==> src/rtl/trng_sequencer.sv <==
// Latch-ring TRNG sequencer: excite, settle, sample, repetition test, byte packing.
// Define TRNG_VN_DEBIAS_EN to enable von Neumann debiasing of raw samples.
module trng_sequencer #(
  parameter int EXCITE_LEN = 1,
  parameter int SETTLE     = 6,
  parameter int REP_LIMIT  = 32
) (
  input  logic       clk,
  input  logic       resetn,
  input  logic       enable,
  input  logic       raw_bit,
  output logic       excite,
  output logic [7:0] data_out,
  output logic       data_valid,
  input  logic       data_ready,
  output logic       health_fail,
  output logic       overrun,
  input  logic       clear_fail,
  output logic       busy
);

  typedef enum logic [1:0] {
    ST_IDLE,
    ST_EXCITE,
    ST_SETTLE,
    ST_SAMPLE
  } state_t;

  state_t     state_q, state_d;
  logic [5:0] tmr_q, tmr_d;
  logic       sync1_q, sync2_q;
  logic       prev_q, prev_d;
  logic [7:0] run_q, run_d, run_nx;
  logic [6:0] shift_q, shift_d;
  logic [2:0] bcnt_q, bcnt_d;
  logic [7:0] out_q, out_d;
  logic       valid_q, valid_d;
  logic       hf_q, hf_d;
  logic       ovr_q, ovr_d;
  logic       excite_q, excite_d;
  logic       busy_q, busy_d;
  logic       acc, acc_bit, byte_done, load;
`ifdef TRNG_VN_DEBIAS_EN
  logic       pv_q, pv_d;
  logic       pb_q, pb_d;
`endif

  always_comb begin
    state_d   = state_q;
    tmr_d     = tmr_q;
    prev_d    = prev_q;
    run_d     = clear_fail ? 8'd0 : run_q;
    run_nx    = 8'd0;
    shift_d   = shift_q;
    bcnt_d    = bcnt_q;
    hf_d      = hf_q & ~clear_fail;
    ovr_d     = ovr_q & ~clear_fail;
    acc       = 1'b0;
    acc_bit   = 1'b0;
    byte_done = 1'b0;
`ifdef TRNG_VN_DEBIAS_EN
    pv_d      = pv_q & ~clear_fail;
    pb_d      = pb_q;
`endif
    if (!enable) begin
      state_d = ST_IDLE;
      bcnt_d  = 3'd0;
`ifdef TRNG_VN_DEBIAS_EN
      pv_d    = 1'b0;
`endif
    end else begin
      unique case (state_q)
        ST_IDLE: begin
          if (!hf_q || clear_fail) begin
            state_d = ST_EXCITE;
            tmr_d   = 6'(EXCITE_LEN - 1);
          end
        end
        ST_EXCITE: begin
          if (tmr_q == 6'd0) begin
            state_d = ST_SETTLE;
            tmr_d   = 6'(SETTLE - 1);
          end else begin
            tmr_d = tmr_q - 6'd1;
          end
        end
        ST_SETTLE: begin
          if (tmr_q == 6'd0) state_d = ST_SAMPLE;
          else tmr_d = tmr_q - 6'd1;
        end
        ST_SAMPLE: begin
          state_d = ST_EXCITE;
          tmr_d   = 6'(EXCITE_LEN - 1);
          prev_d  = sync2_q;
          if (run_d != 8'd0 && sync2_q == prev_q) run_nx = run_d + 8'd1;
          else run_nx = 8'd1;
          run_d = run_nx;
          // A tripping sample wins over a same-cycle clear_fail
          if (run_nx == 8'(REP_LIMIT)) begin
            hf_d    = 1'b1;
            state_d = ST_IDLE;
            bcnt_d  = 3'd0;
`ifdef TRNG_VN_DEBIAS_EN
            pv_d    = 1'b0;
`endif
          end else begin
`ifdef TRNG_VN_DEBIAS_EN
            if (!pv_d) begin
              pv_d = 1'b1;
              pb_d = sync2_q;
            end else begin
              pv_d    = 1'b0;
              acc     = (pb_q != sync2_q);
              acc_bit = pb_q;
            end
`else
            acc     = 1'b1;
            acc_bit = sync2_q;
`endif
          end
        end
      endcase
    end

    if (acc) begin
      if (bcnt_q == 3'd7) begin
        byte_done = 1'b1;
        bcnt_d    = 3'd0;
      end else begin
        shift_d = {shift_q[5:0], acc_bit};
        bcnt_d  = bcnt_q + 3'd1;
      end
    end

    load    = byte_done & (~valid_q | data_ready);
    out_d   = load ? {shift_q, acc_bit} : out_q;
    valid_d = load | (valid_q & ~data_ready);
    if (byte_done && !load) ovr_d = 1'b1;

    excite_d = (state_d != ST_EXCITE);
    busy_d   = (state_d != ST_IDLE);
  end

  always_ff @(posedge clk or negedge resetn) begin
    if (!resetn) begin
      state_q  <= ST_IDLE;
      tmr_q    <= 6'd0;
      sync1_q  <= 1'b0;
      sync2_q  <= 1'b0;
      prev_q   <= 1'b0;
      run_q    <= 8'd0;
      shift_q  <= 7'd0;
      bcnt_q   <= 3'd0;
      out_q    <= 8'd0;
      valid_q  <= 1'b0;
      hf_q     <= 1'b0;
      ovr_q    <= 1'b0;
      excite_q <= 1'b1;
      busy_q   <= 1'b0;
`ifdef TRNG_VN_DEBIAS_EN
      pv_q     <= 1'b0;
      pb_q     <= 1'b0;
`endif
    end else begin
      state_q  <= state_d;
      tmr_q    <= tmr_d;
      sync1_q  <= raw_bit;
      sync2_q  <= sync1_q;
      prev_q   <= prev_d;
      run_q    <= run_d;
      shift_q  <= shift_d;
      bcnt_q   <= bcnt_d;
      out_q    <= out_d;
      valid_q  <= valid_d;
      hf_q     <= hf_d;
      ovr_q    <= ovr_d;
      excite_q <= excite_d;
      busy_q   <= busy_d;
`ifdef TRNG_VN_DEBIAS_EN
      pv_q     <= pv_d;
      pb_q     <= pb_d;
`endif
    end
  end

  assign excite      = excite_q;
  assign data_out    = out_q;
  assign data_valid  = valid_q;
  assign health_fail = hf_q;
  assign overrun     = ovr_q;
  assign busy        = busy_q;

endmodule

==> config.mk <==
export PLATFORM = sky130hd
export DESIGN_NAME = trng_sequencer
export DESIGN_NICKNAME = d
export VERILOG_FILES = /design/src/rtl/trng_sequencer.sv
export SDC_FILE = /design/constraint.sdc
export NUM_CORES = 1
export LEC_CHECK = 0
export CAP_MARGIN = 10
export CORE_MARGIN = 5
export CORE_UTILIZATION = 57
export DETAILED_ROUTE_END_ITERATION = 8
export MAX_ROUTING_LAYER = met4
export PLACE_DENSITY = 0.79
export SLEW_MARGIN = 20
export SYNTH_ARGS = -nofsm -noshare
export SYNTH_HDL_FRONTEND = slang
export SYNTH_SLANG_ARGS = --single-unit
==> constraint.sdc <==
create_clock -name clk -period 3.01 [get_ports clk]
set_input_delay 0.4515 -clock clk [delete_from_list [all_inputs] [get_ports clk]]
set_output_delay 0.4515 -clock clk [all_outputs]
set_load 0.01 [all_outputs]
==> metrics.txt <==
status finished, final reports clean; total power 0.00147 W; H-tree levels 2; Worst path slowest cell a311o_1; Post-synth top cells dfrtp_1 (41), nand2_1 (18), o21ai_0 (17); Worst Skew 5.74 ps; initial drt markers 219; critical path capture point type register; first-pass GRT wire length 7760 um; Slew headroom 39.9%; Die X 73.3 um; IO buf count 18; grt peak-use layer met1; Final Slew Violations 0; Mapped Avg Cell Area 10.9 um2; LEAKAGE 1.20 nW; crit-path cells clkdlybuf4s50_1 -> nand2b_1 -> inv_1 -> ha_1 -> nand3b_1 -> buf_4 -> o21ai_0 -> o2111a_1 -> a311o_1 -> mux2_4; via count 1,682; part of the power in the clock network 30.4%; Final WS setup 227 ps; M2 GR Usage 27.5%; Area contributors post-synth dfrtp_1 (45%), ha_1 (6.0%), mux2_2 (4.9%); CTS Buffer Depth 2; Critical Path Max Stage Delay 500 ps; CTS tree done; # fillers 284; row cnt 23; Post-Place Worst Slack -71.7 ps; placed cells 280; vias in the first global route 1,609; synth warn 0; # diodes 0; sequential share of power 45.8%; PD cells 553 nW/um2; area growth from synthesis to layout 16.1%; Inserted Clock Buffers 5; Clock Root Buffer clkbuf_8; CP required 3190 ps; RSZ-0062 raised after global routing no; final setup fails 0; post-route ant nets 0; CTS Sinks 42; global route overflow 0; Net Sw Frac 30.5%; cell with the most instances after synthesis dfrtp_1; initial antenna violation count 0; top-area cell type share of the netlist area 45.0%; Initial Utilization 57.9%; register bit total from synthesis 42; Seq/Total Area, Yosys 46.1%; Async S/R FF share, synth 100%; Worst-Margin Slew 901 ps; Worst VDD drop 522 uV; GRT met3 Usage 4.10%; final net count 254; largest net degree at the start of global routing 43; Cells after Synth 210; I/O Pins 19; Worst Path Arrival 2960 ps; hold buffers post-CTS 0; residual DRC count 0; met1 usage 27.8%; Post-CTS Setup Repair Bufs 0; FMAX 0.359 GHz; Crit Path Max Fanout 7; clock latency on the worst-skew pair 300 ps; routed length per instance 15.5 um; Pre-antenna DRT Iters 4; layout cells sized above 1 19.3%; post-layout min period 2780 ps; GRT Overall Usage 19.4%; fin crit share 92.5%; wirelength, routed 4480 um; post-CTS sizing 0; class of the worst hold path input pin to async pin; Hold Vio Cnt, Final 0; P_int 0.00102 W; Top FF cell, synth dfrtp_1; GPL Wtd Cong 0.919; Sw Pwr 0.000447 W; max_cap viols 0; dpl hpwl 3270 um; critical path class input pin to register; part of the power in combinational logic 23.8%; via/cell ratio 5.84; Yosys cell types 56; CORE AREA 3940 um2; die area 5370 um2; Die H 73.3 um; Finished Layout Cells 288; syn nets 227; Syn Std Cell Area 2280 um2; number of synthesized flops with an enable pin 0; Reg clk slew, reported paths 80 ps; CP Launch Type input pin; cell taking the most area after synthesis dfrtp_1
==> final cells by class <==
class,count,area (um2),share of cell area [%]
inverters,9,33.8,1.27
flip-flops and latches,42,1050,39.7
multi-input cells,153,1150,43.5
clock inverters,3,45.0,1.70
well taps,50,62.6,2.36
repair buffers,26,235,8.88
clock buffers,5,68.8,2.60
==> layout by cell type (no fill, tap or decap), drive strengths merged, types with 3 or more instances in the layout <==
cell type,synthesis,layout
nand2,18,18
a21oi,4,4
nor4b,3,3
clkdlybuf4s50,0,17
nor2b,4,4
mux2,17,17
dfrtp,41,41
nor2,14,14
clkbuf,1,5
nand2b,4,4
buf,5,9
nor3,6,6
o21ai,17,17
xor2,5,5
inv,9,9
ha,11,11
nand3,7,7
==> cells by family (layout without fill, tap and decap cells) <==
kind of cell,Yosys count,after routing,synth area share [%]
xor gates and xnor gates,6,6,2.30
DFF,42,42,46.1
adders and majority gates,11,11,6.03
AOI/OAI and AO/OA,47,47,14.6
buffers and inverters,15,43,3.40
and+or+nand+nor,71,71,17.6
muxes,18,18,9.98
==> per-layer routing <==
metal,routed length (um),up-vias
li1,-,816
met1,2110,821
met2,2120,40
met3,190,5
met4,49,0
met5,0,-
==> worst max-delay path, delay by kind of cell <==
kind	cells	cell delay, ps
AND/OR/NAND/NOR	2	320
multiplexers	1	340
adder cells (fa/ha/maj)	1	240
AO/OA/AOI/OAI	3	950
buffers and inverters	3	650
==> power groups by stage <==
| stage | sequential [W] | combinational (W) | clock, W |
|---|---|---|---|
| final | 0.000672 | 0.000349 | 0.000446 |
| after floorplan | 0.000677 | 0.000244 | 0 |
| after CTS | 0.000673 | 0.000347 | 0.000459 |
| after global placement | 0.000679 | 0.000333 | 0 |
| after detailed placement | 0.000683 | 0.000342 | 0 |
| after global routing | 0.000682 | 0.000387 | 0.000484 |
==> worst paths after layout <==
check                      slack [ps]  cells after the start         end        from
max                               230                     10  shift_q[4]  clear_fail
min                               280                      1    tmr_q[4]      resetn
max reg2reg                       390                      8  shift_q[4]    run_q[1]
min reg2reg                       350                      0     sync2_q     sync1_q
max in group asynchronous        2170                      1  shift_q[6]      resetn
min in group clk                  350                      0     sync2_q     sync1_q
==> flip-flops by register name, summed over array words and instances (netlist names) <==
register,flops
state_q,2
health_fail,1
sync1_q,1
busy,1
sync2_q,1
prev_q,1
data_valid,1
tmr_q,6
shift_q,7
bcnt_q,3
overrun,1
run_q,8
excite,1
data_out,8
==> metrics by stage <==
step	area [um2]	hold slack, ps	util [%]	TNS (ps)
after detailed placement	2540	337	64.3	-461
after floorplan	2280	156	-	0
after global routing	2650	354	67.2	0
final	2650	281	67.2	0
after CTS	2650	308	67.2	0
after global placement	2540	335	64.3	0
No activity file was read; power rests on OpenSTA's default activity.
==> RTL edit, RTL diff (same flow settings) <==
The 4 states of `state_t` get a one-hot encoding in 4 bits.
--- a/src/rtl/trng_sequencer.sv
+++ b/src/rtl/trng_sequencer.sv
@@ -20,9 +20,9 @@
 );
 
-  typedef enum logic [1:0] {
-    ST_IDLE,
-    ST_EXCITE,
-    ST_SETTLE,
-    ST_SAMPLE
+  typedef enum logic [3:0] {
+    ST_IDLE   = 4'b0001,
+    ST_EXCITE = 4'b0010,
+    ST_SETTLE = 4'b0100,
+    ST_SAMPLE = 4'b1000
   } state_t;
 
Check against the original RTL: same outputs for any inputs over 10 cycles, from zero or initial values and one cycle with resetn low; not proved beyond that.
==> RTL edit against the unedited design <==
  * Routed wire length about the same
  * Register-to-register slack better by 0.11 ns
  * Hold slack worse by 0.15 ns
  * Cell area grew 1.8%
  * Sequential cell count rose by 2
  * Setup slack better by 0.076 ns
  * Utilization rose by 1.2 points
  * Count of clock-buffer cells in the layout is 1 higher
  * First-iteration DRC count decreased by 55%
  * Largest power group unchanged
  * Critical path depth rose by 1
  * Synthesized area is 0.77% higher
  * Total power fell by 3.5%
  * Clock skew increased by 0.0013 ns
==> RTL edit: results (changes against the unedited design) <==
| Metric | Value |
|---|---|
| Status | `finished, final reports clean (unchanged)` |
| ClkCell Share | `4.50% (was 4.30%)` |
| WP data arrival | `2.89 ns (was 2.96 ns)` |
| Signal buffers share of area | `9.37% (was 8.88%)` |
| CTS sink cnt | `44 (was 42)` |
| Ranking of synthesized cells by area | `dfrtp_1 46%, mux2_2 8.3%, o21ai_0 5.0% (was dfrtp_1 45%, ha_1 6.0%, mux2_2 4.9%)` |
| Peak VDD IR | `0.340 mV (was 0.522 mV)` |
| All-Layer GR Usage | `19.6% (was 19.4%)` |
| Placer Congestion | `0.875 (was 0.919)` |
| Share of cells above drive strength 1 | `17.9% (was 19.3%)` |
| Detailed router's first-iteration violation count | `99 (was 219)` |
| Inverters | `5 (was 9)` |
| Drt wl/cell | `14.6 µm (was 15.5 µm)` |
| Hpwl dp | `3260 µm (was 3270 µm)` |
| Setup Skew | `0.00706 ns (was 0.00574 ns)` |
| Non-clk bufs | `28 (was 26)` |
| Multi-input gate share of total cell area | `42.2% (was 43.5%)` |
| Yosys cell types | `47 (was 56)` |
| Vias in the first global route | `1749 (was 1609)` |
| Rel. slew slack | `63.6% (was 39.9%)` |
| Post-synth top cells | `42 x dfrtp_1, 26 x nand2_1, 23 x o21ai_0 (was 41 x dfrtp_1, 18 x nand2_1, 17 x o21ai_0)` |
| FILL cells | `311 (was 284)` |
| Sequential cell area share | `40.9% (was 39.7%)` |
| Mapped Nets | `240 (was 227)` |
| Nets | `266 (was 254)` |
| Sw power | `392 µW (was 447 µW)` |
| Syn Inst Count | `230 (was 210)` |
| Lkg Pwr | `1.19 nW (was 1.20 nW)` |
| Global-route wire length before repair | `7890 µm (was 7760 µm)` |
| Placement Setup Slack | `0.0143 ns (was -0.0717 ns)` |
| Dpl cells | `299 (was 280)` |
| Via count of the routed design | `1766 (was 1682)` |
[RTL edit: changes by cell type in the layout (fill, tap and decap cells not counted), moves of 4 or more]
cell,unedited run,this run
inv_1,9,5
o21ai_0,17,23
ha_1,11,4
mux2_2,10,17
mux2_4,7,0
nor2b_1,4,10
nand2b_1,4,8
xor2_1,5,1
nand2_1,18,26
[RTL edit: logic make-up after synthesis]
| logic type | synth area share (%) |
|---|---|
| flops | 48.0 |
| mux | 8.32 |
| xor+xnor | 1.14 |
| fa+ha+maj | 2.18 |
| compound gates | 15.2 |
| buf+inv | 2.50 |
| simple gates | 22.6 |
[RTL edit: power groups by stage]
stage | clock [mW] | sequential (mW) | combinational [mW]
3_3_place_gp | 0 | 0.685 | 0.265
4_1_cts | 0.490 | 0.675 | 0.269
5_1_grt | 0.518 | 0.685 | 0.308
3_5_place_dp | 0 | 0.686 | 0.267
6_report | 0.471 | 0.676 | 0.268
2_1_floorplan | 0 | 0.669 | 0.209
[RTL edit: final timing paths]
kind                            start          end  slack, ns  depth (start not counted)
min reg2reg                   sync1_q      sync2_q       0.36                          0
min                            resetn     run_q[3]       0.13                          1
max reg2reg                  run_q[1]  data_out[2]       0.50                         10
max in group asynchronous      resetn     run_q[6]       2.50                          1
min in group clk              sync1_q      sync2_q       0.36                          0
max                        clear_fail  data_out[2]       0.30                         11
[RTL edit: worst max-delay path, cell delays in order]
cell and delay (ns):
clkdlybuf4s50_1 0.46, nor2b_1 0.19, ha_1 0.19, and3_1 0.20, and3_1 0.21, nand4_2 0.14
a2111oi_4 0.34, buf_4 0.21, nor3b_4 0.05, buf_4 0.17, mux2_2 0.27
[RTL edit: layer usage]
layer	global-route usage [%]	wire length (µm)
met2	30.1	2130
met3	4.92	217
met1	24.3	2060
met5	-	0
met4	8.85	72
